[config.mk]
export PLATFORM = sky130hd
export DESIGN_NAME = bcd_conv_arbiter
export DESIGN_NICKNAME = d
export VERILOG_FILES = /design/src/rtl/bcd_conv_arbiter.sv
export SDC_FILE = /design/constraint.sdc
export NUM_CORES = 1
export LEC_CHECK = 0
export ABC_CLOCK_PERIOD_IN_PS = 7200
export CORE_AREA = 2 2 93 95
export DETAILED_ROUTE_END_ITERATION = 8
export DIE_AREA = 0 0 95 97
export HOLD_SLACK_MARGIN = 0.1
export MAX_ROUTING_LAYER = met4
export PLACE_DENSITY = 0.8
export SLEW_MARGIN = 20
export SYNTH_ARGS = -nofsm -noshare
export SYNTH_HDL_FRONTEND = slang
export SYNTH_SLANG_ARGS = --single-unit
export TNS_END_PERCENT = 50
[constraint.sdc]
create_clock -name clk_i -period 7.2 [get_ports clk_i]
set_clock_uncertainty 0.15 [all_clocks]
set_input_delay 1.44 -clock clk_i [delete_from_list [all_inputs] [get_ports clk_i]]
set_output_delay 1.44 -clock clk_i [all_outputs]
set_load 0.01 [all_outputs]
[src/rtl/bcd_conv_arbiter.sv]
// rtl/bcd_conv_arbiter.sv - round-robin arbiter sharing one BCD-to-binary converter
//
// Purpose: grants one of NREQ requesters, captures its BCD operand, launches the
// shared converter with a start/ready handshake, waits for done (bounded by
// TIMEOUT cycles) and returns the result tagged with the requester index.
//
// Ports:
//   clk_i          clock, rising edge
//   reset_i        asynchronous active-high reset
//   req_i          per-requester pending level, held until acked
//   bcd_i          operand of requester i at [i*N +: N]
//   ack_o          one-hot one-cycle pulse: operand of requester i captured
//   rsp_valid_o    one-cycle response pulse
//   rsp_id_o       requester index of the response (held)
//   rsp_data_o     converted result, 0 on error (held)
//   rsp_err_o      timeout flag qualifying rsp_valid_o (held)
//   busy_o         high whenever the FSM is not idle
//   conv_ready_i   converter can accept a start
//   conv_start_o   converter start (launch state and ready)
//   conv_bcd_o     captured operand presented to the converter
//   conv_done_i    converter done pulse, result valid the same cycle
//   conv_result_i  converter binary result
module bcd_conv_arbiter #(
  parameter int NREQ    = 4,
  parameter int N       = 16,
  parameter int W       = 32,
  parameter int TIMEOUT = 64
) (
  input  logic                    clk_i,
  input  logic                    reset_i,
  input  logic [NREQ-1:0]         req_i,
  input  logic [NREQ*N-1:0]       bcd_i,
  output logic [NREQ-1:0]         ack_o,
  output logic                    rsp_valid_o,
  output logic [$clog2(NREQ)-1:0] rsp_id_o,
  output logic [W-1:0]            rsp_data_o,
  output logic                    rsp_err_o,
  output logic                    busy_o,
  input  logic                    conv_ready_i,
  output logic                    conv_start_o,
  output logic [N-1:0]            conv_bcd_o,
  input  logic                    conv_done_i,
  input  logic [W-1:0]            conv_result_i
);

  localparam int IW = $clog2(NREQ);
  localparam int CW = $clog2(TIMEOUT + 1);

  typedef enum logic [1:0] {S_IDLE, S_LAUNCH, S_WAIT, S_RESP} state_t;

  state_t          state_q, state_d;
  logic [IW-1:0]   ptr_q, ptr_d;
  logic [IW-1:0]   id_q, id_d;
  logic [N-1:0]    op_q, op_d;
  logic [CW-1:0]   cnt_q, cnt_d;
  logic [NREQ-1:0] ack_q, ack_d;
  logic            rsp_valid_q, rsp_valid_d;
  logic [IW-1:0]   rsp_id_q, rsp_id_d;
  logic [W-1:0]    rsp_data_q, rsp_data_d;
  logic            rsp_err_q, rsp_err_d;

  logic            gnt_found;
  logic [IW-1:0]   gnt_idx;
  logic [IW:0]     gnt_sum;
  logic [N-1:0]    op_sel;

  // Search upward from ptr+1, wrapping; offset NREQ revisits ptr itself last.
  // gnt_sum is one bit wider so ptr+off (at most 2*NREQ-1) never overflows.
  always_comb begin
    gnt_found = 1'b0;
    gnt_idx   = '0;
    gnt_sum   = '0;
    for (int off = 1; off <= NREQ; off++) begin
      gnt_sum = {1'b0, ptr_q} + (IW+1)'(off);
      if (gnt_sum >= (IW+1)'(NREQ)) begin
        gnt_sum = gnt_sum - (IW+1)'(NREQ);
      end
      if (!gnt_found && req_i[gnt_sum[IW-1:0]]) begin
        gnt_found = 1'b1;
        gnt_idx   = gnt_sum[IW-1:0];
      end
    end
  end

  always_comb begin
    op_sel = '0;
    for (int i = 0; i < NREQ; i++) begin
      if (IW'(i) == gnt_idx) begin
        op_sel = bcd_i[i*N +: N];
      end
    end
  end

  always_comb begin
    state_d     = state_q;
    ptr_d       = ptr_q;
    id_d        = id_q;
    op_d        = op_q;
    cnt_d       = cnt_q;
    ack_d       = '0;
    rsp_valid_d = 1'b0;
    rsp_id_d    = rsp_id_q;
    rsp_data_d  = rsp_data_q;
    rsp_err_d   = rsp_err_q;
    case (state_q)
      S_IDLE: begin
        if (gnt_found) begin
          op_d           = op_sel;
          id_d           = gnt_idx;
          ptr_d          = gnt_idx;
          // Registered so the ack lands in the first LAUNCH cycle only.
          ack_d[gnt_idx] = 1'b1;
          state_d        = S_LAUNCH;
        end
      end
      S_LAUNCH: begin
        if (conv_ready_i) begin
          cnt_d   = '0;
          state_d = S_WAIT;
        end
      end
      S_WAIT: begin
        // done takes priority over a coincident timeout
        if (conv_done_i) begin
          rsp_data_d  = conv_result_i;
          rsp_err_d   = 1'b0;
          rsp_id_d    = id_q;
          rsp_valid_d = 1'b1;
          state_d     = S_RESP;
        end else if (cnt_q == CW'(TIMEOUT - 1)) begin
          rsp_data_d  = '0;
          rsp_err_d   = 1'b1;
          rsp_id_d    = id_q;
          rsp_valid_d = 1'b1;
          state_d     = S_RESP;
        end else begin
          cnt_d = cnt_q + CW'(1);
        end
      end
      S_RESP: begin
        state_d = S_IDLE;
      end
      default: begin
        state_d = S_IDLE;
      end
    endcase
  end

  always_ff @(posedge clk_i or posedge reset_i) begin
    if (reset_i) begin
      state_q     <= S_IDLE;
      ptr_q       <= IW'(NREQ - 1);
      id_q        <= '0;
      op_q        <= '0;
      cnt_q       <= '0;
      ack_q       <= '0;
      rsp_valid_q <= 1'b0;
      rsp_id_q    <= '0;
      rsp_data_q  <= '0;
      rsp_err_q   <= 1'b0;
    end else begin
      state_q     <= state_d;
      ptr_q       <= ptr_d;
      id_q        <= id_d;
      op_q        <= op_d;
      cnt_q       <= cnt_d;
      ack_q       <= ack_d;
      rsp_valid_q <= rsp_valid_d;
      rsp_id_q    <= rsp_id_d;
      rsp_data_q  <= rsp_data_d;
      rsp_err_q   <= rsp_err_d;
    end
  end

  assign ack_o        = ack_q;
  assign rsp_valid_o  = rsp_valid_q;
  assign rsp_id_o     = rsp_id_q;
  assign rsp_data_o   = rsp_data_q;
  assign rsp_err_o    = rsp_err_q;
  assign busy_o       = (state_q != S_IDLE);
  assign conv_start_o = (state_q == S_LAUNCH) && conv_ready_i;
  assign conv_bcd_o   = op_q;

endmodule

==> metrics.md <==
| Metric | Value |
|---|---|
| Commonest non-fill, non-tap cell in the layout | `clkdlybuf4s50_1` |
| Hold WC Path Type | `flip-flop to flip-flop` |
| Cells along the critical path | `clkdlybuf4s50_1, and2_1, clkdlybuf4s50_1` |
| Final Max Slew Viols | `0` |
| Synthesized area per cell | `11.5 um^2` |
| Initial drt markers | `131` |
| Rows | `33` |
| Critical Path Most Common Cell | `clkdlybuf4s50_1` |
| ANT cells | `0` |
| RSZ-0062 raised after global routing | `no` |
| Final WS setup | `3.03 ns` |
| Compound-Gate Fraction of Synth Area | `0.200` |
| Critical path arrival | `2.58 ns` |
| # setup viols final | `0` |
| CTS Sinks | `69` |
| Post-synthesis mux area share | `0.106` |
| DRT Pass-1 Iters | `4` |
| Synth unique cells | `36` |
| Gr ovfl total | `0` |
| Slew headroom | `0.424` |
| Met3 usage | `0.0522` |
| Starting Density | `0.395` |
| CTS root buf | `clkbuf_8` |
| Gate Count Post-Synth | `280` |
| Switching Share | `0.336` |
| Synth area leader | `dfrtp_1` |
| Synthesis Warnings | `0` |
| M2 GR Usage | `0.312` |
| Net Sw Power | `679 uW` |
| Area of the multi-input gates | `between 0.001 and 0.0015 mm^2` |
| Largest net degree at the start of global routing | `70` |
| Htree depth | `3` |
| Reg area | `0.00173 mm^2` |
| Status | `finished, final reports clean` |
| Ratio of cells with drive above 1 in the final layout | `0.0655` |
| Register bit total from synthesis | `69` |
| Final hold vios | `0` |
| Max FO, Critical Path | `3` |
| Maximum VDD drop | `0.000160 V` |
| Total core area | `0.00813 mm^2` |
| Sequential Power Share | `0.326` |
| Tot Pwr | `2.02 mW` |
| Startpoint Class | `primary input` |
| WL per Instance | `15.9 um` |
| Clock buffer depth | `2` |
| Crit share post-route | `0.580` |
| Worst slack at placement | `about 3 ns` |
| CTS resizes | `0` |
| Total Wirelength | `8720 um` |
| Initial antenna violation count | `0` |
| Power Internal | `1.34 mW` |
| WS Path Type | `primary input to primary output` |
| Post-synth top area share | `0.522` |
| Final nets | `between 500 and 600` |
| CTS Hold Buffers Added | `0` |
| Drt drc | `0` |
| Num CTS Buffers | `9` |
| Area grow syn2layout | `59.9%` |
| Main combinational cell family by area after synthesis | `compound AO/OA/AOI/OAI gates` |
| Vias | `2,870` |
| Grt peak-use layer | `met2` |
| RePlAce Congestion | `0.813` |
| Global Route met1 Usage | `0.248` |
| # Max-Cap Violations | `0` |
| Top post-synthesis cells by area | `dfrtp_1, mux2i_1, a22o_1` |
| Die height | `between 90 and 100 um` |
| Kind of end point of the critical path | `primary output` |
| Vias in the first global route | `2,912` |
| Minimum clock period | `4.17 ns` |
| Most frequent cells in the layout | `clkdlybuf4s50_1, dfrtp_1, nand2_1, mux2i_1, a22o_1` |
| Filler Cell Count | `651` |
| Clk Latency, worst-skew pair | `0.34 ns` |
| # Post-CTS Setup Buffers | `0` |
| First-pass GRT wire length | `14,000 um` |
| Die area | `between 0.009 and 0.01 mm^2` |
| Mapped Area | `0.00321 mm^2` |
| GRT Total Usage | `0.199` |
| Clock group share of total power | `0.208` |
| Adder-cell area share of the yosys netlist | `0.0156` |
| Antenna-violating nets left | `0` |
| Buffers on Ports | `161` |
| Horiz. Die Dim | `roughly 95 um` |
| Top-Level Pins | `162` |
| Post-Syn Nets | `388` |
| TNS Setup | `0 ns` |
| Power Dens Cells | `393 mW/mm^2` |
| CP peak stage delay | `about 0.53 ns` |
| Crit path max-delay cell type | `clkdlybuf4s50_1` |
| Comb pwr share | `0.466` |
| Post-synthesis xor/xnor area fraction | `0` |
| DP Wirelength | `6370 um` |
| Post-synthesis simple-gate area fraction | `0.0934` |
| Worst path required time | `approximately 5.6 ns` |
| Vias per cell | `around 5.2` |
| Worst-path clk slew | `0.08 ns` |
| Slew @ Worst Pin | `0.864 ns` |
| Leakage | `2.23 nW` |
| Sequential area share after synthesis | `0.538` |
| Fmax | `240 MHz` |
| CTS tree | `yes` |
[critical path, delay by kind of cell]
kind                   cells  cell delay [ns]
buffers and inverters      2             1.01
and+or+nand+nor            1             0.13
[logic make-up after synthesis]
group	after synthesis
simple gates	66
compound gates	82
flops	69
buf+inv	25
fa+ha+maj	4
mux	34
[final cells by class]
type	count	share of cell area
Clock inverter	6	0.0260
Clock buffer	10	0.0268
Multi-Input combinational cell	186	0.262
Inverter	9	0.00657
Tap cell	105	0.0256
Timing Repair Buffer	163	0.316
Sequential cell	69	0.336
[through the flow]
stage	cells	instance area, um^2	util	hold WS (ns)
after global routing	548	5140	0.632	0.359
after CTS	548	5140	0.632	0.339
after detailed placement	532	4870	0.599	0.320
after global placement	532	4860	0.598	0.311
final	548	5140	0.632	0.330
after floorplan	280	3210	-	0.288
[cells in the mapped netlist (all sizes together)]
cell type,instances
clkbuf,3
o22ai,1
buf,13
dfrtp,67
nor4,2
o21ai,14
o221ai,17
o211ai,1
nand2b,4
nand3b,1
a21o,1
o32a,1
dfstp,2
mux2i,34
o21a,2
nor2,13
a31oi,2
a21oi,9
nor3,4
ha,4
nor2b,2
nand2,36
o31ai,1
a41oi,1
inv,9
a22o,32
and2,1
nand3,3
[worst paths after layout]
path | start | endpoint | slack, ns | cells after the start
max | conv_ready_i | conv_start_o | 3.03 | 3
min | id_q[1] | rsp_id_o[1] | 0.33 | 2
max reg2reg | state_q[0] | rsp_data_o[22] | 4.89 | 5
min reg2reg | id_q[1] | rsp_id_o[1] | 0.33 | 2
max in group asynchronous | reset_i | conv_bcd_o[7] | 4.81 | 3
min in group asynchronous | reset_i | conv_bcd_o[0] | 1.52 | 3
[state kept, by name (all words and copies together), names as in the netlist]
register / cells
cnt_q: 7
state_q: 2
conv_bcd_o: 16
rsp_err_o: 1
rsp_valid_o: 1
id_q: 2
rsp_data_o: 32
ack_o: 4
rsp_id_o: 2
ptr_q: 2
[routing by layer]
layer,up-vias,part of all wire
li1,1352,-
met3,12,0.091
met1,1359,0.43
met2,147,0.46
met4,0,0.015
met5,-,0
[power groups by stage]
stage	Clock (mW)	Sequential, mW	Combinational (mW)
3_5_place_dp	0	0.666	0.947
5_1_grt	0.447	0.681	1.03
3_3_place_gp	0	0.656	0.929
4_1_cts	0.429	0.661	0.953
6_report	0.421	0.659	0.941
2_1_floorplan	0	0.718	0.461
Note: power is estimated with default switching activity, not from simulation.
==> RTL edit: new RTL, config.mk and constraints unchanged <==
The parameter `N` goes from 16 to 8.
--- a/src/rtl/bcd_conv_arbiter.sv
+++ b/src/rtl/bcd_conv_arbiter.sv
@@ -22,7 +22,7 @@
 //   conv_result_i  converter binary result
 module bcd_conv_arbiter #(
   parameter int NREQ    = 4,
-  parameter int N       = 16,
+  parameter int N       = 8,
   parameter int W       = 32,
   parameter int TIMEOUT = 64
 ) (
Interface: changed (resized bcd_i and conv_bcd_o); port bits go from 162 to 122. No check against the original RTL was run, so the function may have changed too.
==> RTL edit against the original RTL <==
Sequential cell count decreased by 8; synthesized area decreased by 17%; non-clock buffer count decreased by 40; total power decreased by 20%; routed wire length decreased by 22%; design area decreased by 19%; sequential share of layout area increased by 3.3 points; critical path depth unchanged; setup slack got worse by 0.066 ns; critical path type unchanged; highest routed layer unchanged.
==> RTL edit: results (changes against the original RTL) <==
Run status
  • Status: finished, final reports clean (unchanged)

STA
  • Rel. slew slack: 47.73% (was 42.39%)
  • Highest Clock Rate: 235.9 MHz (was 239.7 MHz)

Final layout
  • Nets: 415 (was 546)
  • # fillers: 733 (was 651)
  • Share of cells above drive strength 1: 9.302% (was 6.546%)

GRT
  • Vias in the first global route: 2431 (was 2912)
  • Total track usage: 16.48% (was 19.91%)
  • Met2 Use GR: 26.13% (was 31.21%)
  • Grt met3 use: 6.464% (was 5.218%)

Power and ir drop
  • Worst VDD drop: 0.1426 mV (was 0.1598 mV)
  • P_leak: 1.793 nW (was 2.225 nW)

Placement
  • Port bufs: 121 (was 161)
  • DP Area: 3958 sq um (was 4870 sq um)

Synth
  • Synth Area in XOR/XNOR: 0.3291% (was 0%)
  • Largest cells by area after synthesis: dfrtp_1 55%, a22o_1 11%, mux2i_1 6.0% (was dfrtp_1 52%, mux2i_1 11%, a22o_1 8.7%)
  • Adder-cell share of the synthesized area: 1.881% (was 1.557%)
  • Synth cell count leaders: 59 x dfrtp_1, 34 x a22o_1, 17 x nand2_1, 16 x mux2i_1, 9 x inv_1 (was 67 x dfrtp_1, 35 x nand2_1, 34 x mux2i_1, 32 x a22o_1, 17 x o221ai_1)
  • Post-synthesis mux area share: 8.134% (was 10.59%)

Setup path
  • Peak fanout along the critical path: 2 (was 3)
  • RR Startpoint: cnt_q[1] (was state_q[0])
  • Worst reg2reg path endpoint: rsp_id_o[1] (was rsp_data_o[22])
  • Worst reg-to-reg path cell count: 6 (was 5)

Route
  • Via count: 2230 (was 2870)
  • Via-per-instance ratio: 4.967 (was 5.237)
  • Routed WL per cell: 15.21 microns (was 15.92 microns)
  • First DRT Iteration DRCs: 73 (was 131)
-- RTL edit: cell types whose count changed after synthesis, sizes merged, moves of 3 or more --
cell and delta:
nor2 -5, o21ai -9, nand2 -19, o221ai -9, nor2b +4, buf -5, mux2i -18, a21oi -4
nor3 -3, dfrtp -8, mux2 +5
-- RTL edit: how the worst min path moves through the flow --
stage	from	end	slack [ns]	depth (start not counted)
floorplan	id_q[1]	id_q[1]	0.29	2
global placement	conv_bcd_o[0]	conv_bcd_o[0]	0.32	2
detailed placement	id_q[1]	id_q[1]	0.32	2
CTS	conv_bcd_o[4]	conv_bcd_o[4]	0.34	2
global route	rsp_data_o[18]	rsp_data_o[18]	0.38	1
finish	conv_bcd_o[4]	conv_bcd_o[4]	0.34	2
-- RTL edit: cells by family (layout without fill, tap and decap cells) --
family	after synthesis	count (layout)
compound gates	63	63
xor+xnor	1	1
fa+ha+maj	4	4
buf+inv	23	149
flops	61	61
mux	21	21
simple gates	45	45
-- RTL edit: critical path: cells and delay by family --
kind | cells | cell delay, ns
buf+inv | 2 | 1.05
simple gates | 1 | 0.15
-- RTL edit: final cells by class --
type / instances / area [sq um] / share of cell area (%)
Multi-Input combinational cell: 134 / 1037 / 25.02
Timing Repair Buffer: 123 / 1226 / 29.58
Sequential cell: 61 / 1529 / 36.89
Clock inverter: 5 / 52.55 / 1.268
Inverter: 10 / 37.54 / 0.9055
Clock buffer: 11 / 131.4 / 3.169
Tap cell: 105 / 131.4 / 3.169
-- RTL edit: metal layers --
metal / vias to the layer above / part of all wire [%]
met4: 0 / 1.6
met1: 1089 / 42
li1: 1049 / -
met3: 10 / 6.6
met5: - / 0
met2: 82 / 50
